[config.mk]
export PLATFORM = sky130hd
export DESIGN_NAME = mult_share_arbiter_flat
export DESIGN_NICKNAME = d
export VERILOG_FILES = /design/src/rtl/mult_share_arbiter_pkg.sv /design/src/rtl/mult_share_arbiter_if.sv /design/src/rtl/main.sv /design/src/rtl/mult_share_arbiter_rr_pick.sv /design/src/rtl/mult_share_arbiter.sv /design/src/flat_wrapper.sv
export SDC_FILE = /design/constraint.sdc
export NUM_CORES = 1
export LEC_CHECK = 0
export CORE_ASPECT_RATIO = 0.8
export CORE_MARGIN = 4
export CORE_UTILIZATION = 61
export DETAILED_ROUTE_END_ITERATION = 10
export DONT_BUFFER_PORTS = 1
export PLACE_DENSITY_LB_ADDON = 0.2
export SKIP_LAST_GASP = 1
export SLEW_MARGIN = 10
export SYNTH_ARGS = -nofsm -noshare
export SYNTH_HDL_FRONTEND = slang
export SYNTH_HIERARCHICAL = 1
export SYNTH_SLANG_ARGS = --single-unit
export TNS_END_PERCENT = 100
[constraint.sdc]
create_clock -name clk -period 3.35 [get_ports clk]
set_input_delay 0.67 -clock clk [delete_from_list [all_inputs] [get_ports clk]]
set_output_delay 0.67 -clock clk [all_outputs]
set_load 0.01 [all_outputs]
[src/rtl/mult_share_arbiter_pkg.sv]
// Shared constants and the circular priority pick used by the multiplier-sharing arbiter.
package mult_share_pkg;

  localparam int OPW    = 4;
  localparam int PRODW  = 8;
  localparam int CNTW   = 16;
  localparam int MAXREQ = 8;
  localparam int MAXIDW = 3;
  localparam int CANDW  = MAXIDW + 1;

  typedef struct packed {
    logic              found;
    logic [MAXIDW-1:0] idx;
  } pick_t;

  // Rotate so ptr is position 0, take the first set bit, and map back to an
  // absolute index. Walking offsets high-to-low lets the lowest offset win.
  function automatic pick_t rr_pick_fn(input logic [MAXREQ-1:0] valid,
                                       input logic [MAXIDW-1:0] ptr,
                                       input int nreq);
    pick_t            res;
    logic [CANDW-1:0] cand;
    res = '0;
    for (int k = MAXREQ - 1; k >= 0; k--) begin
      if (k < nreq) begin
        cand = {1'b0, ptr} + CANDW'(k);
        if (cand >= CANDW'(nreq)) cand = cand - CANDW'(nreq);
        if (valid[cand[MAXIDW-1:0]]) begin
          res.found = 1'b1;
          res.idx   = cand[MAXIDW-1:0];
        end
      end
    end
    return res;
  endfunction

endpackage

[src/rtl/mult_share_arbiter_if.sv]
// Requester/response bus of the multiplier-sharing arbiter; slave is the arbiter side.
interface mult_share_if
  import mult_share_pkg::*;
#(
  parameter int NREQ = 4,
  parameter int ID_W = 2
);

  // Every port uses valid/ready: a transfer happens on a rising edge where both
  // are high; once valid rises, it and its payload hold until that transfer.
  logic [NREQ-1:0]     req_valid;
  logic [OPW*NREQ-1:0] req_x;
  logic [OPW*NREQ-1:0] req_y;
  logic [NREQ-1:0]     req_ready;
  logic                rsp_valid;
  logic                rsp_ready;
  logic [ID_W-1:0]     rsp_id;
  logic [PRODW-1:0]    rsp_prod;
  logic [CNTW-1:0]     ops_done;

  modport master (
    output req_valid, req_x, req_y, rsp_ready,
    input  req_ready, rsp_valid, rsp_id, rsp_prod, ops_done
  );

  modport slave (
    input  req_valid, req_x, req_y, rsp_ready,
    output req_ready, rsp_valid, rsp_id, rsp_prod, ops_done
  );

endinterface

[src/rtl/main.sv]
// Team 4x4 unsigned combinational multiplier core.
module main (
  input  logic [3:0] x,
  input  logic [3:0] y,
  output logic [7:0] o
);

  assign o = {4'b0000, x} * {4'b0000, y};

endmodule

[src/rtl/mult_share_arbiter_rr_pick.sv]
// Combinational round-robin winner: first valid requester at or after ptr_i, circularly.
module rr_pick
  import mult_share_pkg::*;
#(
  parameter int NREQ = 4,
  parameter int ID_W = 2
) (
  input  logic [NREQ-1:0] valid_i,
  input  logic [ID_W-1:0] ptr_i,
  output logic [ID_W-1:0] winner_o,
  output logic            found_o
);

  logic [MAXREQ-1:0] valid_ext;
  logic [MAXIDW-1:0] ptr_ext;
  pick_t             pick;

  always_comb begin
    valid_ext             = '0;
    valid_ext[NREQ-1:0]   = valid_i;
    ptr_ext               = MAXIDW'(ptr_i);
    pick                  = rr_pick_fn(valid_ext, ptr_ext, NREQ);
    winner_o              = ID_W'(pick.idx);
    found_o               = pick.found;
  end

endmodule

[src/rtl/mult_share_arbiter.sv]
// Round-robin sharing of one 4x4 multiplier core: operand register -> core -> product register.
module mult_share_arbiter
  import mult_share_pkg::*;
#(
  parameter int NREQ = 4,
  parameter int ID_W = 2
) (
  input  logic            clk,
  input  logic            rst_n,
  mult_share_if.slave     bus,
  output logic [ID_W-1:0] dbg_rr_ptr_o
);

  logic             s1_valid_q, s1_valid_d;
  logic [OPW-1:0]   s1_x_q, s1_x_d;
  logic [OPW-1:0]   s1_y_q, s1_y_d;
  logic [ID_W-1:0]  s1_id_q, s1_id_d;
  logic [ID_W-1:0]  rr_ptr_q, rr_ptr_d;
  logic             rsp_valid_q, rsp_valid_d;
  logic [ID_W-1:0]  rsp_id_q, rsp_id_d;
  logic [PRODW-1:0] rsp_prod_q, rsp_prod_d;
  logic [CNTW-1:0]  ops_done_q, ops_done_d;

  logic [ID_W-1:0]  winner;
  logic             found;
  logic [PRODW-1:0] core_o;
  logic             s1_adv, s2_adv, accept;
  logic [NREQ-1:0]  req_ready;

  rr_pick #(.NREQ(NREQ), .ID_W(ID_W)) u_pick (
    .valid_i  (bus.req_valid),
    .ptr_i    (rr_ptr_q),
    .winner_o (winner),
    .found_o  (found)
  );

  main u_core (
    .x (s1_x_q),
    .y (s1_y_q),
    .o (core_o)
  );

  always_comb begin
    s2_adv      = !rsp_valid_q || bus.rsp_ready;
    s1_adv      = !s1_valid_q || s2_adv;
    // found implies req_valid[winner], so the grant itself is the accept.
    accept      = found && s1_adv && rst_n;
    req_ready   = '0;
    if (accept) req_ready[winner] = 1'b1;

    s1_valid_d  = s1_valid_q;
    s1_x_d      = s1_x_q;
    s1_y_d      = s1_y_q;
    s1_id_d     = s1_id_q;
    rr_ptr_d    = rr_ptr_q;
    rsp_valid_d = rsp_valid_q;
    rsp_id_d    = rsp_id_q;
    rsp_prod_d  = rsp_prod_q;
    ops_done_d  = ops_done_q;

    if (s1_adv) s1_valid_d = accept;
    if (accept) begin
      s1_x_d   = bus.req_x[OPW*int'(winner) +: OPW];
      s1_y_d   = bus.req_y[OPW*int'(winner) +: OPW];
      s1_id_d  = winner;
      rr_ptr_d = (winner == ID_W'(NREQ - 1)) ? '0 : winner + 1'b1;
    end

    if (s2_adv) begin
      rsp_valid_d = s1_valid_q;
      if (s1_valid_q) begin
        rsp_prod_d = core_o;
        rsp_id_d   = s1_id_q;
      end
    end

    if (rsp_valid_q && bus.rsp_ready) ops_done_d = ops_done_q + 1'b1;
  end

  always_ff @(posedge clk) begin
    if (!rst_n) begin
      s1_valid_q  <= 1'b0;
      s1_x_q      <= '0;
      s1_y_q      <= '0;
      s1_id_q     <= '0;
      rr_ptr_q    <= '0;
      rsp_valid_q <= 1'b0;
      rsp_id_q    <= '0;
      rsp_prod_q  <= '0;
      ops_done_q  <= '0;
    end else begin
      s1_valid_q  <= s1_valid_d;
      s1_x_q      <= s1_x_d;
      s1_y_q      <= s1_y_d;
      s1_id_q     <= s1_id_d;
      rr_ptr_q    <= rr_ptr_d;
      rsp_valid_q <= rsp_valid_d;
      rsp_id_q    <= rsp_id_d;
      rsp_prod_q  <= rsp_prod_d;
      ops_done_q  <= ops_done_d;
    end
  end

  assign bus.req_ready = req_ready;
  assign bus.rsp_valid = rsp_valid_q;
  assign bus.rsp_id    = rsp_id_q;
  assign bus.rsp_prod  = rsp_prod_q;
  assign bus.ops_done  = ops_done_q;
  assign dbg_rr_ptr_o  = rr_ptr_q;

endmodule

[src/flat_wrapper.sv]
// flat-port wrapper written by rule: the top's interface ports become plain ports
module mult_share_arbiter_flat import mult_share_pkg::*;
#(
  parameter int NREQ = 4,
  parameter int ID_W = 2
)
  (clk, rst_n, dbg_rr_ptr_o, bus_req_valid, bus_req_x, bus_req_y, bus_rsp_ready, bus_req_ready, bus_rsp_valid, bus_rsp_id, bus_rsp_prod, bus_ops_done);
  mult_share_if #(.NREQ(NREQ), .ID_W(ID_W)) bus_i ();
  input  logic clk;
  input  logic rst_n;
  output logic [ID_W-1:0] dbg_rr_ptr_o;
  input wire logic [$bits(bus_i.req_valid)-1:0] bus_req_valid;
  input wire logic [$bits(bus_i.req_x)-1:0] bus_req_x;
  input wire logic [$bits(bus_i.req_y)-1:0] bus_req_y;
  input wire logic [$bits(bus_i.rsp_ready)-1:0] bus_rsp_ready;
  output wire logic [$bits(bus_i.req_ready)-1:0] bus_req_ready;
  output wire logic [$bits(bus_i.rsp_valid)-1:0] bus_rsp_valid;
  output wire logic [$bits(bus_i.rsp_id)-1:0] bus_rsp_id;
  output wire logic [$bits(bus_i.rsp_prod)-1:0] bus_rsp_prod;
  output wire logic [$bits(bus_i.ops_done)-1:0] bus_ops_done;
  assign bus_i.req_valid = bus_req_valid;
  assign bus_i.req_x = bus_req_x;
  assign bus_i.req_y = bus_req_y;
  assign bus_i.rsp_ready = bus_rsp_ready;
  assign bus_req_ready = bus_i.req_ready;
  assign bus_rsp_valid = bus_i.rsp_valid;
  assign bus_rsp_id = bus_i.rsp_id;
  assign bus_rsp_prod = bus_i.rsp_prod;
  assign bus_ops_done = bus_i.ops_done;
  mult_share_arbiter #(.NREQ(NREQ), .ID_W(ID_W)) u_core (.clk(clk), .rst_n(rst_n), .bus(bus_i), .dbg_rr_ptr_o(dbg_rr_ptr_o));
endmodule
* Word-level counts from Yosys, hierarchy flattened *
Index checks and enable logic that the tools add are counted.

word-level totals
  word-level logic and storage cells = 61
  bits in registers = 40
  output and inout bits = 33

cells by class
  magnitude comparators = 10
  shift operators = 2
  eq/ne operators = 1
  mux-type cells = 20
  multipliers = 1
  $add $sub $neg = 9
  reduce and logical (&&, ||, !) cells = 9

operator list
  cell                                                 count
  variable part select 16 x 5 -> 4 bit                 2
  2-to-1 mux 4 bit                                     5
  adder 16 x 1 -> 16 bit, second input constant        1
  < comparator 3 x 4 -> 1 bit, second input constant   4
  binary-select mux 1 bit (select 3 bit)               4
  2-to-1 mux 3 bit                                     4
  subtractor 3 bit, second input constant              3
  multiplier 4 x 4 -> 8 bit                            1
  adder 2 x 2 -> 3 bit, second input constant          2
  >= comparator 3 bit, second input constant           2
  2-to-1 mux 1 bit                                     5
  >= comparator 4 x 3 -> 1 bit, second input constant  1
  logical AND 1 bit                                    4
  adder 2 x 1 -> 3 bit, second input constant          1
  >= comparator 2 x 3 -> 1 bit, second input constant  1
  < comparator 2 x 3 -> 1 bit, second input constant   1
  subtractor 2 x 3 -> 3 bit, second input constant     1
  adder 2 x 1 -> 2 bit, second input constant          1
  demux 1 bit (select 2 bit)                           1
  equality test 2 bit, second input constant           1
  >= comparator 2 x 1 -> 1 bit, second input constant  1
  zero test 1 bit                                      2
  logical OR 1 bit                                     2
  2-to-1 mux 2 bit                                     1
  AND reduction 2 bit                                  1

* Longest topological paths before layout *
  word-level depth = 14
  gate-level depth with buffers = 10
  depth with buffers taken out = 10

* By module *
The synthesis kept the hierarchy.

modules (own cells, without submodules)
  module              times used  area an instance (sq um)  cells each
  mult_share_arbiter  1           1838.0                    198
  main                1           446.7                     51
  rr_pick             1           271.5                     38

* Worst setup path before layout *
OpenSTA, ideal clock, no wires.

  path type = flip-flop to output port
  start = register u_core.rr_ptr_q[1] (netlist: u_core/dbg_rr_ptr_o[1])
  end = output bus_req_ready[0]
  cell stages (with the launch flop) = 10
  data arrival time = 2.447 ns
  slack = 0.233 ns
  buffers on the path = 1
  cell sequence = dfxtp_1 -> ha_1 -> mux2_4 -> and3_4 -> a2bb2oi_1 -> o22ai_1 -> clkbuf_1 -> inv_1 -> ha_1 -> and3_1

on the way
  longest elaborated chain between the ends = 14
  elaborated cells on any way between the ends = 35
  those cells by class = 7 x add/sub; 6 x order compare; 19 x mux; 3 x reduce/logical

RTL lines
  element                                                                                            line                          source
  start: declaration                                                                                 mult_share_arbiter.sv:18      logic [ID_W-1:0] rr_ptr_q, rr_ptr_d;
  start signal: assignment                                                                           mult_share_arbiter.sv:96      rr_ptr_q <= rr_ptr_d;
  adder 2 x 2 -> 3 bit                                                                               mult_share_arbiter_pkg.sv:26  cand = {1'b0, ptr} + CANDW'(k);
  >= comparator 4 x 3 -> 1 bit or subtractor 3 bit (tied branches)                                   mult_share_arbiter_pkg.sv:27  if (cand >= CANDW'(nreq)) cand = cand - CANDW'(nreq);
  2-to-1 mux 3 bit                                                                                   mult_share_arbiter_pkg.sv:27
  binary-select mux 1 bit (select 3 bit)                                                             mult_share_arbiter_pkg.sv:28  if (valid[cand[MAXIDW-1:0]]) begin
  2-to-1 mux 1 bit (implied by the code)                                                             mult_share_arbiter_pkg.sv:28
  2-to-1 mux 4 bit (3 in a row)                                                                      mult_share_arbiter_pkg.sv:28
  2-to-1 mux 4 bit *                                                                                 mult_share_arbiter_pkg.sv:28
  named net u_core.winner[1]                                                                         mult_share_arbiter.sv:24      logic [ID_W-1:0] winner;
  < comparator 2 x 3 -> 1 bit (implied by the code) or >= comparator 2 x 1 -> 1 bit (tied branches)  mult_share_arbiter.sv:49      if (accept) req_ready[winner] = 1'b1;
  logical AND 1 bit (implied by the code)                                                            mult_share_arbiter.sv:49
  2-to-1 mux 1 bit (implied by the code)                                                             mult_share_arbiter.sv:49
  demux 1 bit (select 2 bit) *                                                                       -
  2-to-1 mux 4 bit *                                                                                 mult_share_arbiter.sv:49
  end: declaration                                                                                   flat_wrapper.sv:16            output wire logic [$bits(bus_i.req_ready)-1:0] bus_req_ready;

The timed path passes the listed nets; every way through them passes the cells marked *. The select of a mux whose other input is x is not followed.

* Worst setup path after layout *
  start = register u_core.rr_ptr_q[0] (netlist: u_core/dbg_rr_ptr_o[0])
  end = output bus_req_ready[0]

Same word-level chain as after synthesis.

==> impl_results.md <==
* Num CTS Buffers at 5
* Element type at the critical path end: output pin
* First-pass GRT wire length at around 9300 um
* Post-route setup slack at approximately 200 ps
* Pre-CTS WS at between 400 and 500 ps
* Die Area at 5300 um2
* Leak Pwr at 1.19 nW
* FF+latch area at 801 um2
* Multi-input gate area at 1660 um2
* Nets@finish at about 350
* Syn Area/Cell at approximately 9 um2
* Top cells by area, synth: dfxtp_1 31%, ha_1 9.3%, mux4_2 7.0%
* Synth top area share at a little under a third
* Initial antenna violation count at 0
* Postcts setup bufs at 0
* Worst hold path type: register to register
* Die H at ~66 um
* Layout Area Growth over Synthesis at 6.80%
* # IOs at 72
* Yosys top cell by area: dfxtp_1
* Port Buf Inserts at 0
* Reg2Reg Setup Slack at 450 ps
* Yosys warns at 6
* Clk sinks at 40
* Synthesized flop and latch total at 40
* Vias in the first global route at around 2000
* Setup crit start kind: register
* DP Wirelength at ~4300 um
* Root buf cell: clkbuf_8
* Reg-to-Reg Start: u_core/s1_y_q[3]$_SDFFE_PN0P_
* Final setup fails at 0
* TNS Setup at 0 ps
* Worst Max-Slew Pin Slew at ~630 ps
* Synth unique cells at 51
* Worst-path maximum fanout at 12
* Mapped Area at between 2000 and 3000 um2
* Clk_skew at 6.42 ps
* Worst Path Required at approximately 2700 ps
* Seq/Total Area, Yosys at about 31%
* Syn_nets at approximately 350
* Cts repair resizes at 0
* Max-cap violations at 0
* Number of synthesized flops with an enable pin at 0
* Fillers at 329
* Synth Flop Type: dfxtp_1
* Placer Congestion at about 0.87
* Core area at 3930 um2
* R2R Path End: u_core/bus.rsp_prod[6]$_SDFFE_PN0P_
* Final period util at around 94%
* Iteration-0 DRC Markers at between 80 and 90
* Starting density of the core at roughly 65%
* Final hold slack at approximately 470 ps
* R2R cell count at 10
* Cell Rows at 20
* Final hold viol count at 0
* Antenna-violating nets left at 0
* Slew margin rel. at between 50% and 60%
* FMAX at between 300 and 400 MHz
* CP Launch Point: u_core/dbg_rr_ptr_o[0]$_SDFFE_PN0P_
* Status: completed
* Pwr dens at 701 nW/um2
* Die X at 80.4 um
* Crit path arrival time at about 2500 ps
* Most common cell after layout, fill and taps aside: dfxtp_1
* Largest net degree at the start of global routing at between 40 and 50
* Vias at ~2000
* H-tree depth at 2
* Leading cell types in the layout, fill and taps excluded: 40 x dfxtp_1, 34 x nand2_1, 30 x nor2_1
* GR Overflow Total at 0
* RSZ-0062 raised after global routing: no
* DP Area at ~2600 um2
* Global-route usage over all layers at ~22%
* Routed vias/inst at 5.85
* Fin area at 2730 um2
* CTS tree: yes
* Mapped Cells at ~290
* Crit path capture: bus_req_ready[0]
* Largest buffer count on any clock path at 2
* Layout cells sized above 1 at 11.0%
* CTS Hold Bufs at 0
* Avg WL per Cell at 15.9 um
* Total DRC errors in the routed layout at 0
* Pwr Total at ~1.9 mW
* Diode count at 0
* Final slew viol count at 0
* Maximum VDD drop at between 0.4 and 0.5 mV
* Kind of critical path: register to output pin
* Pre-antenna DRT Iters at 4
* Clock transition at the registers of the reported paths at roughly 70 ps
* Min Tclk post-route at ~3200 ps
* Post-synth ARST share at 0%
* Drt total wl at 5500 um
* Worst-Skew Late Latency at around 280 ps
==> worst min path at each step <==
stage / start / slack (ps) / cells past startpoint / end
after floorplan: u_core/s1_id_q[0]$_SDFFE_PN0P_ / 440 / 2 / u_core/s1_id_q[0]$_SDFFE_PN0P_
after global placement: u_core/s1_id_q[1]$_SDFFE_PN0P_ / 450 / 2 / u_core/s1_id_q[1]$_SDFFE_PN0P_
after detailed placement: u_core/s1_id_q[1]$_SDFFE_PN0P_ / 450 / 2 / u_core/s1_id_q[1]$_SDFFE_PN0P_
after CTS: u_core/s1_id_q[0]$_SDFFE_PN0P_ / 470 / 2 / u_core/s1_id_q[0]$_SDFFE_PN0P_
after global routing: u_core/s1_id_q[0]$_SDFFE_PN0P_ / 500 / 2 / u_core/s1_id_q[0]$_SDFFE_PN0P_
final: u_core/s1_id_q[0]$_SDFFE_PN0P_ / 470 / 2 / u_core/s1_id_q[0]$_SDFFE_PN0P_
==> cells by family (layout without fill, tap and decap cells) <==
logic type | Yosys count | after routing | synth area share [%]
AOI/OAI and AO/OA | 48 | 48 | 11.0
xor gates and xnor gates | 14 | 14 | 4.80
adders and majority gates | 23 | 23 | 12.4
buffers and inverters | 22 | 26 | 3.67
DFF | 40 | 40 | 31.3
muxes | 23 | 23 | 13.2
and+or+nand+nor | 117 | 117 | 23.6
==> sequential cells by signal, summed over array words and instances (netlist names) <==
signal	flops
u_core/bus.rsp_prod	8
u_core/bus.ops_done	16
u_core/s1_valid_q	1
u_core/bus.rsp_id	2
u_core/s1_x_q	4
u_core/bus.rsp_valid	1
u_core/s1_id_q	2
u_core/dbg_rr_ptr_o	2
u_core/s1_y_q	4
==> synth_stat cells (3+ instances only) <==
library cell	n
a21oi_1	24
and2_1	13
and3_1	4
clkbuf_1	7
dfxtp_1	40
fa_1	4
ha_1	19
inv_1	11
mux2i_1	13
mux4_2	8
nand2_1	34
nand2b_1	3
nand3_1	4
nand4_1	3
nor2_1	30
nor3_1	6
o21ai_0	7
xnor2_1	8
xor2_1	6
==> critical path, stage by stage, from the launching register on <==
cell and delay (ps):
dfxtp_1 340, buf_4 200, ha_1 200, nand2b_1 200
o21ai_0 100, a21o_1 170, o21ai_1 430, inv_1 140
ha_1 220, and3_1 200
==> final cells by class <==
cell class	count	area share, %
multi-input cells	225	60.9
flip-flops and latches	40	29.3
clock buffers	6	2.66
well taps	55	2.52
inverters	12	1.70
repair buffers	6	1.65
clock inverters	2	1.28
==> per-layer routing <==
metal  up-vias  global-route usage (%)  share of wire [%]
li1       1018                       -                  -
met2        61                    35.7                 48
met5         -                       0                  0
met3         4                    8.45                7.5
met4         0                    6.54               0.67
met1       941                    28.5                 44
==> where the power goes <==
part	internal, mW	total (mW)	switching, mW
clock network	0.221	0.375	0.154
registers	0.562	0.650	0.0875
logic	0.424	0.888	0.464
==> metrics by stage <==
stage / utilization (%) / instances
2_1_floorplan: - / 287
3_3_place_gp: 66.8 / 338
3_5_place_dp: 66.8 / 338
4_1_cts: 69.5 / 346
5_1_grt: 69.5 / 346
6_report: 69.5 / 346
No activity file was read; power rests on OpenSTA's default activity.
==> RTL change 1 (same settings) <==
`NREQ` is set to 4 in 4 places; all go to 5.
--- a/src/rtl/mult_share_arbiter_if.sv
+++ b/src/rtl/mult_share_arbiter_if.sv
@@ -2,7 +2,7 @@
 interface mult_share_if
   import mult_share_pkg::*;
 #(
-  parameter int NREQ = 4,
+  parameter int NREQ = 5,
   parameter int ID_W = 2
 );
 
--- a/src/rtl/mult_share_arbiter_rr_pick.sv
+++ b/src/rtl/mult_share_arbiter_rr_pick.sv
@@ -2,7 +2,7 @@
 module rr_pick
   import mult_share_pkg::*;
 #(
-  parameter int NREQ = 4,
+  parameter int NREQ = 5,
   parameter int ID_W = 2
 ) (
   input  logic [NREQ-1:0] valid_i,
--- a/src/rtl/mult_share_arbiter.sv
+++ b/src/rtl/mult_share_arbiter.sv
@@ -2,7 +2,7 @@
 module mult_share_arbiter
   import mult_share_pkg::*;
 #(
-  parameter int NREQ = 4,
+  parameter int NREQ = 5,
   parameter int ID_W = 2
 ) (
   input  logic            clk,
--- a/src/flat_wrapper.sv
+++ b/src/flat_wrapper.sv
@@ -1,7 +1,7 @@
 // flat-port wrapper written by rule: the top's interface ports become plain ports
 module mult_share_arbiter_flat import mult_share_pkg::*;
 #(
-  parameter int NREQ = 4,
+  parameter int NREQ = 5,
   parameter int ID_W = 2
 )
   (clk, rst_n, dbg_rr_ptr_o, bus_req_valid, bus_req_x, bus_req_y, bus_rsp_ready, bus_req_ready, bus_rsp_valid, bus_rsp_id, bus_rsp_prod, bus_ops_done);
Interface: changed (resized bus_req_ready, bus_req_valid, bus_req_x and bus_req_y); port bits go from 72 to 82. The function was not compared with the original's and may differ.
==> RTL change 1 against the original RTL <==
The flow now finishes with violations (negative setup slack). Maximum frequency decreased by 6.4%. Core utilization increased by 3.2 points. Critical endpoint unchanged. Worst hold slack got worse by 3.1 ps. Routed wire length increased by 30%. Largest cell class unchanged. Register-to-register slack got worse by 140 ps. Combinational power increased by 46%. Power increased by 21%. Worst setup slack got worse by 220 ps. Sequential cell count unchanged. Synthesized cell count increased by 13%. First-iteration DRC count increased by 130%. Area after synthesis increased by 13%. Design area increased by 22%. Global-route usage increased by 1.4 points. Largest power group unchanged.
==> RTL change 1: results (changes against the original RTL) <==
[synth]
synthTopCellsByCount = nand2_1 (41), dfxtp_1 (40), nor2_1 (28), a21oi_1 (22), ha_1 (22)  ; was dfxtp_1 (40), nand2_1 (34), nor2_1 (30), a21oi_1 (24), ha_1 (19)
synth_area_leaders = dfxtp_1 (28%), ha_1 (9.5%), mux2i_1 (6.6%)  ; was dfxtp_1 (31%), ha_1 (9.3%), mux4_2 (7.0%)
syn-num-nets = 398  ; was 349
ys_types = 56  ; was 51

[power_and_ir_drop]
p_leak_nw = 1.37  ; was 1.19 nW
ir_worst_vdd_v = 0.000485  ; was 0.000496 V

[placed_design]
port_buffers = 0  ; unchanged
gp_congestion = 0.892  ; was 0.871
place_hpwl_mm = 5.15  ; was 4.34 mm

[setup_path]
cp_max_fo = 6  ; was 12
cp_slowest_cell = dfxtp_4  ; was o21ai_1
r2r_slack_ps = 310  ; was 450 ps

[timing]
skew_ps = 6.56  ; was 6.42 ps
hold_ws_ps = 464  ; was 467 ps
final-setup-viol-count = 3  ; was 0
worst_slack_ps = -18.2  ; was 198 ps

[status]
outcome = finished with violations  ; was finished clean
violations = negative setup slack

[final_layout]
n_fill_cell = 325  ; was 329
drive_above_1_share = 0.224  ; was 0.110
layout.nets = 412  ; was 352

[routing]
finalWirelength_mm = 7.15  ; was 5.50 mm
drt_iter0_markers = 205  ; was 89
vias = 2451  ; was 2024

[global_routing]
track_usage = 0.239  ; was 0.225
grt_pass1_wl_mm = 11.7  ; was 9.29 mm

RTL change 1: area by class of cell:
| class | count | area, um^2 | area share |
|---|---|---|---|
| Multi-Input combinational cell | 253 | 2100 | 0.630 |
| Sequential cell | 40 | 808 | 0.242 |
| Timing Repair Buffer | 23 | 184 | 0.0551 |
| Tap cell | 60 | 75.1 | 0.0225 |
| Clock buffer | 6 | 72.6 | 0.0217 |
| Inverter | 15 | 60.1 | 0.0180 |
| Clock inverter | 2 | 35.0 | 0.0105 |
RTL change 1: kinds of logic after synthesis:
group / count (synthesis) / synth area share
other: 1 / 0.00129
and+or+nand+nor: 132 / 0.239
muxes: 29 / 0.138
adders and majority gates: 26 / 0.123
buffers and inverters: 31 / 0.0501
xor gates and xnor gates: 15 / 0.0453
DFF: 40 / 0.276
AOI/OAI and AO/OA: 50 / 0.128
RTL change 1: what timing repair did:
action	in CTS	in global routing
endpoints found under the setup margin	4	4
hold endpoints to repair	0	0
pin swaps	6	11
gates resized for setup	15	17
cloned	0	0
buffers inserted	4	6
RTL change 1: worst paths after layout:
| check | to | depth (start not counted) |
|---|---|---|
| worst min-delay path | u_core/s1_id_q[1] | 2 |
| worst max-delay path | bus_req_ready[0] | 10 |
| worst max register to register | u_core/bus.rsp_prod[7] | 10 |
| worst min register to register | u_core/s1_id_q[1] | 2 |
RTL change 1: report_power, final:
part           switching [W]  leakage [nW]  internal (W)
Combinational       0.000659         0.987      0.000639
Sequential         0.0000850         0.328      0.000555
Clock               0.000163        0.0552      0.000221
Total               0.000907          1.37       0.00141
RTL change 1: per-layer routing:
metal | vias up | wire length, um | global-route usage | part of all wire
li1 | 1177 | - | - | -
met3 | 4 | 633 | 0.0724 | 0.089
met5 | - | 0 | 0 | 0
met1 | 1179 | 3020 | 0.319 | 0.42
met2 | 91 | 3450 | 0.389 | 0.48
met4 | 0 | 36 | 0.0369 | 0.0050
RTL change 1: worst reg2reg max path: cells and delay by family, from the launching register on:
| kind | cells | cell delay, ps |
|---|---|---|
| adders and majority gates | 3 | 1410 |
| and+or+nand+nor | 4 | 630 |
| DFF | 1 | 390 |
| AOI/OAI and AO/OA | 1 | 300 |
| muxes | 1 | 130 |
| buffers and inverters | 1 | 50 |
RTL change 1: through the flow:
step                setup TNS [ps]  std cells  instance area (um^2)  setup slack (ps)
floorplan                        0        324                  2940              8.47
global placement                 0        381                  3000              71.2
detailed placement               0        381                  3000              9.53
CTS                              0        393                  3220              15.7
finish                       -50.7        399                  3340             -18.2
global route                  -415        399                  3340              -121
==> RTL change 2 (same settings) <==
Without the edit above. Register the output `dbg_rr_ptr_o` once more, with the module's reset; this adds one clock of latency there. The other outputs are not delayed to match.
--- a/src/rtl/mult_share_arbiter.sv
+++ b/src/rtl/mult_share_arbiter.sv
@@ -106,7 +106,13 @@
   assign bus.rsp_id    = rsp_id_q;
   assign bus.rsp_prod  = rsp_prod_q;
   assign bus.ops_done  = ops_done_q;
-  assign dbg_rr_ptr_o  = rr_ptr_q;
+  always_ff @(posedge clk) begin
+    if (!rst_n) begin
+      dbg_rr_ptr_o <= '0;
+    end else begin
+      dbg_rr_ptr_o <= rr_ptr_q;
+    end
+  end
 
 endmodule
 
Formal check against the unedited RTL: not equivalent (a bounded check fails within 4 cycles, from zero or initial values and one cycle with rst_n low).
==> RTL change 2 against the original RTL <==
Combinational power fell by 3.5%. Sequential cell count rose by 2. Synthesized cell count rose by 1.4%. First-iteration DRC count fell by 40%. Die area rose by 1.8%. Cell count rose by 0.58%. Worst setup slack improved by 15 ps. Routed wire length fell by 2.9%. Power fell by 2.8%. Design area rose by 0.92%. Area after synthesis rose by 2.1%. Critical path type unchanged. Highest routed layer unchanged.
==> RTL change 2: results (changes against the original RTL) <==
[placed_design]
dpl.cell_count = 341  ; was 338
place_hpwl_mm = 4.08  ; was 4.34 mm
gp_congestion = 0.897  ; was 0.871
pre_cts_slack_ps = 372  ; was 482 ps
place_area_um2 = 2670  ; was 2620 um^2

[status]
outcome = finished clean  ; unchanged

[synth]
synthTopCellsByCount = dfxtp_1 (42), nand2_1 (34), nor2_1 (30), a21oi_1 (24), ha_1 (19)  ; was dfxtp_1 (40), nand2_1 (34), nor2_1 (30), a21oi_1 (24), ha_1 (19)
synth-compound-area-share = 0.107  ; was 0.110
ys_types = 52  ; was 51
syn_avg_cell_area_um2 = 8.96  ; was 8.91 um^2
synth_area_leaders = dfxtp_1 (32%), ha_1 (9.1%), mux4_2 (6.9%)  ; was dfxtp_1 (31%), ha_1 (9.3%), mux4_2 (7.0%)
seq_area_frac_synth = 0.322  ; was 0.313

[global_routing]
track_usage = 0.215  ; was 0.225
grt_util_met2 = 0.368  ; was 0.357
grt_max_degree = 30  ; was 41
grt_pass1_wl_mm = 9.00  ; was 9.29 mm
met3_usage = 0.0730  ; was 0.0845
met1_usage = 0.254  ; was 0.285
grt_pass1_vias = 1994  ; was 1981

[routing]
wl_met1_mm = 2.37  ; was 2.41 mm
finalWirelength_mm = 5.35  ; was 5.50 mm
vias = 2054  ; was 2024
drt_iter0_markers = 53  ; was 89
met2_length_mm = 2.58  ; was 2.65 mm

[setup_path]
critical_path.startpoint = u_core/rr_ptr_q[1]  ; was u_core/dbg_rr_ptr_o[0]
critPathTopFamily = adder cells  ; was compound AO/OA/AOI/OAI gates
endpoint = bus_req_ready[1]  ; was bus_req_ready[0]
cpPeakStageDelay_ps = 410  ; was 430 ps

[final_layout]
layout.nets = 355  ; was 352
drive_above_1_share = 0.109  ; was 0.110

[power_and_ir_drop]
pg_comb_w = 0.000857  ; was 0.000888 W
p_leak_nw = 1.19  ; about the same
cellPowerDensity_nw_per_um2 = 675  ; was 701 nW/um^2
p_clk_frac = 0.167  ; was 0.196
p_switching_w = 0.000702  ; was 0.000705 W
ir_worst_vdd_v = 0.000454  ; was 0.000496 V

[timing]
tightest_slew_ps = 695  ; was 626 ps
worst_slack_ps = 213  ; was 198 ps

[min_path]
hp-start = u_core/s1_id_q[1]  ; was u_core/s1_id_q[0]
holdPathEnd = u_core/s1_id_q[1]  ; was u_core/s1_id_q[0]

RTL change 2: changes by cell type after synthesis, sizes merged:
cell    delta
clkbuf     -1
dfxtp      +2
and2       +2
buf        +1
RTL change 2: logic make-up after synthesis:
| kind of cell | after synthesis |
|---|---|
| mux | 23 |
| xor+xnor | 14 |
| flops | 42 |
| buf+inv | 22 |
| fa+ha+maj | 23 |
| compound gates | 48 |
| simple gates | 119 |
RTL change 2: worst register-to-register path, cell delays in order (launching register included):
cell       delay [ps]
dfxtp_1           390
nand2_1           100
fa_1              540
inv_1              60
fa_1              520
ha_1              340
a211oi_1          100
or4b_1            500
o2111ai_1         100
mux2i_1            90
nor2_1            110
RTL change 2: layout make-up:
class | instances | area [um^2]
multi-input cells | 227 | 1680
clock buffers | 6 | 72.6
well taps | 55 | 68.8
clock inverters | 1 | 7.51
flip-flops and latches | 42 | 842
fillers | 346 | 1200
inverters | 12 | 46.3
repair buffers | 5 | 37.5
